### src/rtl/fwd_hazard_unit_if.sv
// ID-side issue/operand bus and register-file write port of the forwarding/hazard unit.
// master = the pipeline around the unit, slave = the unit itself.
interface fwd_hazard_unit_if #(
    parameter int DATA_W = 32,
    parameter int REG_W  = 5
);
    logic              issue_valid;
    logic              issue_we;
    logic              issue_load;
    logic [REG_W-1:0]  issue_dest;
    logic [REG_W-1:0]  src1_addr;
    logic [REG_W-1:0]  src2_addr;
    logic              src1_used;
    logic              src2_used;
    logic [DATA_W-1:0] rf_data1;
    logic [DATA_W-1:0] rf_data2;
    logic              flush;
    logic [DATA_W-1:0] alu_result_in;
    logic [DATA_W-1:0] mem_result_in;

    logic [DATA_W-1:0] op1_out;
    logic [DATA_W-1:0] op2_out;
    logic              fwd1_hit;
    logic              fwd2_hit;
    logic              stall;
    logic              wb_we;
    logic [REG_W-1:0]  wb_dest;
    logic [DATA_W-1:0] wb_data;

    modport master (
        output issue_valid, issue_we, issue_load, issue_dest,
        output src1_addr, src2_addr, src1_used, src2_used,
        output rf_data1, rf_data2, flush, alu_result_in, mem_result_in,
        input  op1_out, op2_out, fwd1_hit, fwd2_hit, stall,
        input  wb_we, wb_dest, wb_data
    );

    modport slave (
        input  issue_valid, issue_we, issue_load, issue_dest,
        input  src1_addr, src2_addr, src1_used, src2_used,
        input  rf_data1, rf_data2, flush, alu_result_in, mem_result_in,
        output op1_out, op2_out, fwd1_hit, fwd2_hit, stall,
        output wb_we, wb_dest, wb_data
    );
endinterface

### src/rtl/fwd_hazard_unit.sv
// Operand forwarding, load-use stall and write-back driver for a STAGES-deep pipeline.
// Slot 0 is execute, slot STAGES-1 is write-back; load data appears in slot LOAD_LAT.
module fwd_hazard_unit #(
    parameter int STAGES   = 3,
    parameter int LOAD_LAT = 1,
    parameter int DATA_W   = 32,
    parameter int REG_W    = 5
) (
    input  logic             clock,
    input  logic             reset,
    fwd_hazard_unit_if.slave bus
);
    logic              slotValid [STAGES];
    logic              slotWe    [STAGES];
    logic              slotLoad  [STAGES];
    logic [REG_W-1:0]  slotDest  [STAGES];
    logic [DATA_W-1:0] slotData  [STAGES];

    logic              slotReady [STAGES];
    logic [DATA_W-1:0] slotValue [STAGES];

    logic [REG_W-1:0]  srcAddr  [2];
    logic              srcUsed  [2];
    logic [DATA_W-1:0] rfData   [2];
    logic              srcHit   [2];
    logic              srcBlock [2];
    logic [DATA_W-1:0] srcOp    [2];

    logic              stall;
    logic              admit;

    assign srcAddr[0] = bus.src1_addr;
    assign srcAddr[1] = bus.src2_addr;
    assign srcUsed[0] = bus.src1_used;
    assign srcUsed[1] = bus.src2_used;
    assign rfData[0]  = bus.rf_data1;
    assign rfData[1]  = bus.rf_data2;

    // The value a slot would hand out right now; also the value it stores when it shifts on.
    always_comb begin
        for (int k = 0; k < STAGES; k++) begin
            slotReady[k] = 1'b1;
            slotValue[k] = slotData[k];
            if (slotLoad[k]) begin
                if (k < LOAD_LAT) begin
                    slotReady[k] = 1'b0;
                end else if (k == LOAD_LAT) begin
                    slotValue[k] = bus.mem_result_in;
                end
            end else if (k == 0) begin
                slotValue[k] = bus.alu_result_in;
            end
        end
    end

    always_comb begin
        for (int s = 0; s < 2; s++) begin
            srcHit[s]   = 1'b0;
            srcBlock[s] = 1'b0;
            srcOp[s]    = rfData[s];
            // Walk oldest to youngest so the youngest writer is the one left standing.
            for (int k = STAGES - 1; k >= 0; k--) begin
                if (srcUsed[s] && srcAddr[s] != '0 && slotValid[k] && slotWe[k]
                    && slotDest[k] == srcAddr[s]) begin
                    srcHit[s]   = slotReady[k];
                    srcBlock[s] = !slotReady[k];
                    srcOp[s]    = slotReady[k] ? slotValue[k] : rfData[s];
                end
            end
        end
    end

    assign stall = bus.issue_valid && !bus.flush && (srcBlock[0] || srcBlock[1]);
    assign admit = bus.issue_valid && !stall && !bus.flush;

    always_ff @(posedge clock) begin
        if (!reset) begin
            for (int k = 0; k < STAGES; k++) begin
                slotValid[k] <= 1'b0;
                slotWe[k]    <= 1'b0;
                slotLoad[k]  <= 1'b0;
                slotDest[k]  <= '0;
                slotData[k]  <= '0;
            end
        end else begin
            slotValid[0] <= admit;
            slotWe[0]    <= admit && bus.issue_we;
            slotLoad[0]  <= admit && bus.issue_load;
            slotDest[0]  <= admit ? bus.issue_dest : '0;
            slotData[0]  <= '0;
            for (int k = 1; k < STAGES; k++) begin
                slotValid[k] <= slotValid[k-1];
                slotWe[k]    <= slotWe[k-1];
                slotLoad[k]  <= slotLoad[k-1];
                slotDest[k]  <= slotDest[k-1];
                slotData[k]  <= slotValue[k-1];
            end
        end
    end

    assign bus.op1_out  = srcOp[0];
    assign bus.op2_out  = srcOp[1];
    assign bus.fwd1_hit = srcHit[0];
    assign bus.fwd2_hit = srcHit[1];
    assign bus.stall    = stall;

    assign bus.wb_we   = slotValid[STAGES-1] && slotWe[STAGES-1] && slotDest[STAGES-1] != '0;
    assign bus.wb_dest = slotDest[STAGES-1];
    assign bus.wb_data = slotValue[STAGES-1];
endmodule
### src/flat_wrapper.sv
// flat-port wrapper written by rule: the top's interface ports become plain ports
module fwd_hazard_unit_flat 
#(
    parameter int STAGES   = 3,
    parameter int LOAD_LAT = 1,
    parameter int DATA_W   = 32,
    parameter int REG_W    = 5
)
  (clock, reset, bus_issue_valid, bus_issue_we, bus_issue_load, bus_issue_dest, bus_src1_addr, bus_src2_addr, bus_src1_used, bus_src2_used, bus_rf_data1, bus_rf_data2, bus_flush, bus_alu_result_in, bus_mem_result_in, bus_op1_out, bus_op2_out, bus_fwd1_hit, bus_fwd2_hit, bus_stall, bus_wb_we, bus_wb_dest, bus_wb_data);
  fwd_hazard_unit_if #(.DATA_W(DATA_W), .REG_W(REG_W)) bus_i ();
  input  logic clock;
  input  logic reset;
  input wire logic [$bits(bus_i.issue_valid)-1:0] bus_issue_valid;
  input wire logic [$bits(bus_i.issue_we)-1:0] bus_issue_we;
  input wire logic [$bits(bus_i.issue_load)-1:0] bus_issue_load;
  input wire logic [$bits(bus_i.issue_dest)-1:0] bus_issue_dest;
  input wire logic [$bits(bus_i.src1_addr)-1:0] bus_src1_addr;
  input wire logic [$bits(bus_i.src2_addr)-1:0] bus_src2_addr;
  input wire logic [$bits(bus_i.src1_used)-1:0] bus_src1_used;
  input wire logic [$bits(bus_i.src2_used)-1:0] bus_src2_used;
  input wire logic [$bits(bus_i.rf_data1)-1:0] bus_rf_data1;
  input wire logic [$bits(bus_i.rf_data2)-1:0] bus_rf_data2;
  input wire logic [$bits(bus_i.flush)-1:0] bus_flush;
  input wire logic [$bits(bus_i.alu_result_in)-1:0] bus_alu_result_in;
  input wire logic [$bits(bus_i.mem_result_in)-1:0] bus_mem_result_in;
  output wire logic [$bits(bus_i.op1_out)-1:0] bus_op1_out;
  output wire logic [$bits(bus_i.op2_out)-1:0] bus_op2_out;
  output wire logic [$bits(bus_i.fwd1_hit)-1:0] bus_fwd1_hit;
  output wire logic [$bits(bus_i.fwd2_hit)-1:0] bus_fwd2_hit;
  output wire logic [$bits(bus_i.stall)-1:0] bus_stall;
  output wire logic [$bits(bus_i.wb_we)-1:0] bus_wb_we;
  output wire logic [$bits(bus_i.wb_dest)-1:0] bus_wb_dest;
  output wire logic [$bits(bus_i.wb_data)-1:0] bus_wb_data;
  assign bus_i.issue_valid = bus_issue_valid;
  assign bus_i.issue_we = bus_issue_we;
  assign bus_i.issue_load = bus_issue_load;
  assign bus_i.issue_dest = bus_issue_dest;
  assign bus_i.src1_addr = bus_src1_addr;
  assign bus_i.src2_addr = bus_src2_addr;
  assign bus_i.src1_used = bus_src1_used;
  assign bus_i.src2_used = bus_src2_used;
  assign bus_i.rf_data1 = bus_rf_data1;
  assign bus_i.rf_data2 = bus_rf_data2;
  assign bus_i.flush = bus_flush;
  assign bus_i.alu_result_in = bus_alu_result_in;
  assign bus_i.mem_result_in = bus_mem_result_in;
  assign bus_op1_out = bus_i.op1_out;
  assign bus_op2_out = bus_i.op2_out;
  assign bus_fwd1_hit = bus_i.fwd1_hit;
  assign bus_fwd2_hit = bus_i.fwd2_hit;
  assign bus_stall = bus_i.stall;
  assign bus_wb_we = bus_i.wb_we;
  assign bus_wb_dest = bus_i.wb_dest;
  assign bus_wb_data = bus_i.wb_data;
  fwd_hazard_unit #(.STAGES(STAGES), .LOAD_LAT(LOAD_LAT), .DATA_W(DATA_W), .REG_W(REG_W)) u_core (.clock(clock), .reset(reset), .bus(bus_i));
endmodule
### config.mk
export PLATFORM = sky130hd
export DESIGN_NAME = fwd_hazard_unit_flat
export DESIGN_NICKNAME = d
export VERILOG_FILES = /design/src/rtl/fwd_hazard_unit_if.sv /design/src/rtl/fwd_hazard_unit.sv /design/src/flat_wrapper.sv
export SDC_FILE = /design/constraint.sdc
export NUM_CORES = 1
export LEC_CHECK = 0
export ABC_AREA = 0
export CORE_MARGIN = 1.5
export CORE_UTILIZATION = 45
export CTS_BUF_LIST = sky130_fd_sc_hd__clkbuf_2 sky130_fd_sc_hd__clkbuf_4 sky130_fd_sc_hd__clkbuf_8
export CTS_CLUSTER_DIAMETER = 100
export DETAILED_ROUTE_END_ITERATION = 10
export PLACE_DENSITY = 0.83
export SLEW_MARGIN = 5
export SYNTH_ARGS = -nofsm -noshare
export SYNTH_HDL_FRONTEND = slang
export SYNTH_SLANG_ARGS = --single-unit
### constraint.sdc
create_clock -name clock -period 2.9 [get_ports clock]
set_input_delay 0.435 -clock clock [delete_from_list [all_inputs] [get_ports clock]]
set_output_delay 0.435 -clock clock [all_outputs]
set_load 0.1 [all_outputs]
==> flow_summary.toml <==
[status]
status = "complete, but fails checks"
violations = "negative setup slack"

[global_routing]
grt_pass1_wl_um = 50600
grt.total_usage_pct = 45.7
grt_pass1_vias = 8551
antenna_found_initial = 1
overflow = 0
grt_start_max_net_pins = 45

[logic_synthesis]
synth-edff-count = 0
synth_top_area_share_pct = 27.9
synth.distinct_cells = 38
ys_seq_area_share_pct = 27.9
ys_async_sr_fraction_pct = 0
synth_top_area_cell = "dfxtp_1"
synth_flop_cell = "dfxtp_1"
avgSynthCellArea_um2 = 8.45
syn_area_um2 = 6240
ys_ff_latch = 87
synth_area_leaders = "dfxtp_1 28%, and2_1 8.0%, a221oi_2 7.2%"
yosysWarningCount = 0
syn_inst = 739
syn_nets = 890

[clock_tree]
cts_root_buf = "clkbuf_8"
htreeDepth = 3
numCtsBuffers = 9
clock_path_buffers = 2
cts_num_sinks = 87
cts_tree = "done"
insertion_delay_ns = 0.41
cts.clk_slew.worst_paths_ns = 0.11

[setup_path]
worst-path-buf-inv = 4
cp.required_ns = 2.47
r2r_start = "u_core.slotDest[0][0]"
arrival_ns = 2.84
crit_path_max_incr_delay_ns = 0.52
cpMostUsedCell = "buf_12"
worst_r2r_endpoint = "u_core.slotDest[0][3]"
cp.depth = 9
crit_slowest_cell = "or4_4"
setup.worst_path.start_class = "flop"
ff2ff_setup_slack_ns = 0.64
crit_path_end_kind = "output port"
crit_family = "simple AND/OR/NAND/NOR gates"
cp_max_fo = 8
ff2ff_path_depth = 7
crit_chain = "xor2_1 > or4_4 > nor4_4 > buf_6 > buf_12 > buf_12 > a211oi_2 > o22ai_4 > buf_12"
criticalPathCategory = "reg2out"

[pwr]
comb_power_share_pct = 41.4
power_frac_seq_pct = 32.7
internal_power_mw = 2.40
vdd_drop_max_uv = 315
p_clk_share_pct = 25.9
p_leak_nw = 5.04
power_switching_mw = 1.57
p_sw_share_pct = 39.6
power.density_cell_area_nw_per_um2 = 317

[timing]
hold_violations = 0
finalCritPeriodShare_pct = 113
setup_tns_ns = -7.86
min_period_ns = 3.28
fmax_mhz = 305
worst_slew_pin_slew_ns = 0.780
setup_ws_ns = -0.376
setup_violations = 58
fin_skew_ns = 0.0250
drv_slew = 0
relSlewSlack_pct = 48.0
rsz0062_at_grt = "yes"

[finish]
fillers = 379
fin_area_um2 = 12500
multi_input_area_um2 = 5430
area_growth_pct = 101
num-nets-final = 1190
regArea_um2 = 1770
layout-drive-gt1-share_pct = 47.6

[placement]
gp_congestion = 0.923
placed_area_um2 = 10800
hpwlAfterDp_um = 18700
io_buffers = 255

[min_path]
worstHoldStart = "u_core.slotWe[0][0]"
min_to = "u_core.slotWe[0][1]"
worstHoldPathCells = 1
hp-class = "reg2reg"

[route]
vias_per_cell = 7.23
detail-route-antenna-nets = 0
vias = 8832
drt_first_iter_violations = 1310
drt-wirelength-per-cell_um = 33.2
drc = 0
wirelength_um = 40500
drtPass1Iterations = 8

[die]
rows = 42
ioPinCount = 256
die_area_um2 = 14600
core_um2 = 13400
start_util_pct = 46.6
die_w_um = 121
dieHeight_um = 121

[run]
drv_cap = 0
-- synthesized netlist by cell type, drive strengths merged (2+ instances only) --
cell	instances
dfxtp	87
and2	80
a21oi	67
o21ai	66
o22ai	64
buf	56
clkbuf	53
and3	34
a211oi	33
nor2b	33
a21boi	32
a221oi	32
mux2	32
xor2	19
xnor2	10
nor3b	7
nor4	6
nor2	5
nand2	4
nand3	4
or4	4
inv	2
nand4	2
nor3	2
-- layout make-up --
type,instances,area share [%]
inverters,2,0.0599
multi-input cells,542,43.3
repair buffers,397,38.9
flip-flops and latches,87,14.1
clock inverters,7,0.799
clock buffers,9,0.989
diodes,1,0.0200
well taps,176,1.76
-- sequential cells by signal, indices dropped and copies added, names as in the netlist --
name / cells
u_core.slotLoad: 2
u_core.slotWe: 3
u_core.slotData: 64
u_core.slotValid: 3
u_core.slotDest: 15
-- through the flow --
step | hold WS (ns) | instances | setup WS, ns | util (%) | power, mW
floorplan | 0.430 | 739 | -0.426 | - | 2.21
global placement | 0.438 | 1169 | -0.284 | 80.3 | 2.76
detailed placement | 0.446 | 1169 | -0.388 | 80.3 | 2.79
CTS | 0.470 | 1219 | -0.189 | 90.4 | 3.80
global route | 0.508 | 1220 | -0.432 | 93.5 | 4.05
finish | 0.507 | 1221 | -0.376 | 93.5 | 3.97
-- power by group through the flow --
| stage | clock [mW] | combinational [mW] | sequential (mW) |
|---|---|---|---|
| finish | 1.03 | 1.65 | 1.30 |
| global route | 1.07 | 1.67 | 1.30 |
| detailed placement | 0 | 1.48 | 1.31 |
| floorplan | 0 | 0.924 | 1.29 |
| CTS | 1.00 | 1.51 | 1.29 |
| global placement | 0 | 1.45 | 1.31 |
-- worst max-delay path by stage --
stage	from	end	slack, ns
floorplan	bus_src1_addr[2]	bus_fwd1_hit	-0.43
global placement	bus_src1_addr[3]	bus_op1_out[31]	-0.28
detailed placement	bus_src1_addr[3]	bus_op1_out[19]	-0.39
CTS	u_core.slotDest[0][12]	bus_op1_out[30]	-0.19
global route	u_core.slotDest[0][10]	bus_op1_out[22]	-0.43
finish	u_core.slotDest[0][10]	bus_op1_out[22]	-0.38
-- placed cells by master (no fill, tap or decap), types with 4 or more instances in the layout --
cell type          n
a211oi_4          15
o21ai_0           12
xnor2_2            4
xor2_2             4
nor2_1             4
buf_6             13
mux2_2            32
buf_12            91
a211oi_2          18
dfxtp_4            6
nor2b_1           33
clkbuf_8           9
buf_16             9
nor4_4             4
and3_1            33
o22ai_4           47
a221oi_2          10
and2_1            79
dlygate4sd2_1      4
or4_4              5
o21ai_2           23
bufbuf_16          4
clkdlybuf4s50_1  138
dfxtp_2            6
o21ai_1           29
a21boi_0          31
a21oi_1           65
nor3b_1            7
xnor2_1            6
clkbuf_16          4
o22ai_2           17
a221oi_4          22
buf_4            125
dfxtp_1           75
xor2_1            15
-- what timing repair did --
action / 4_1_cts / 5_1_grt
resized for setup: 141 / 111
pin swaps: 68 / 45
setup endpoints to repair: 67 / 67
buffers inserted: 18 / 4
hold buffers: 0 / 0
cloned: 17 / 5
-- cells by family (layout without fill, tap and decap cells) --
group,after synthesis,count (layout),synth area share (%)
xor+xnor,29,29,4.07
other cells,0,1,0
simple gates,183,184,18.8
mux,32,32,5.77
compound gates,297,297,33.0
buf+inv,111,415,10.4
flops,87,87,27.9
-- layer usage --
| layer | vias to the layer above | global-route usage [%] | part of all wire [%] |
|---|---|---|---|
| met2 | 984 | 74.7 | 44 |
| met5 | - | 0 | 0 |
| met3 | 409 | 11.1 | 13 |
| met4 | 0 | 33.2 | 11 |
| li1 | 3324 | - | - |
| met1 | 4115 | 51.8 | 32 |
(Power assumes the default switching activity.)
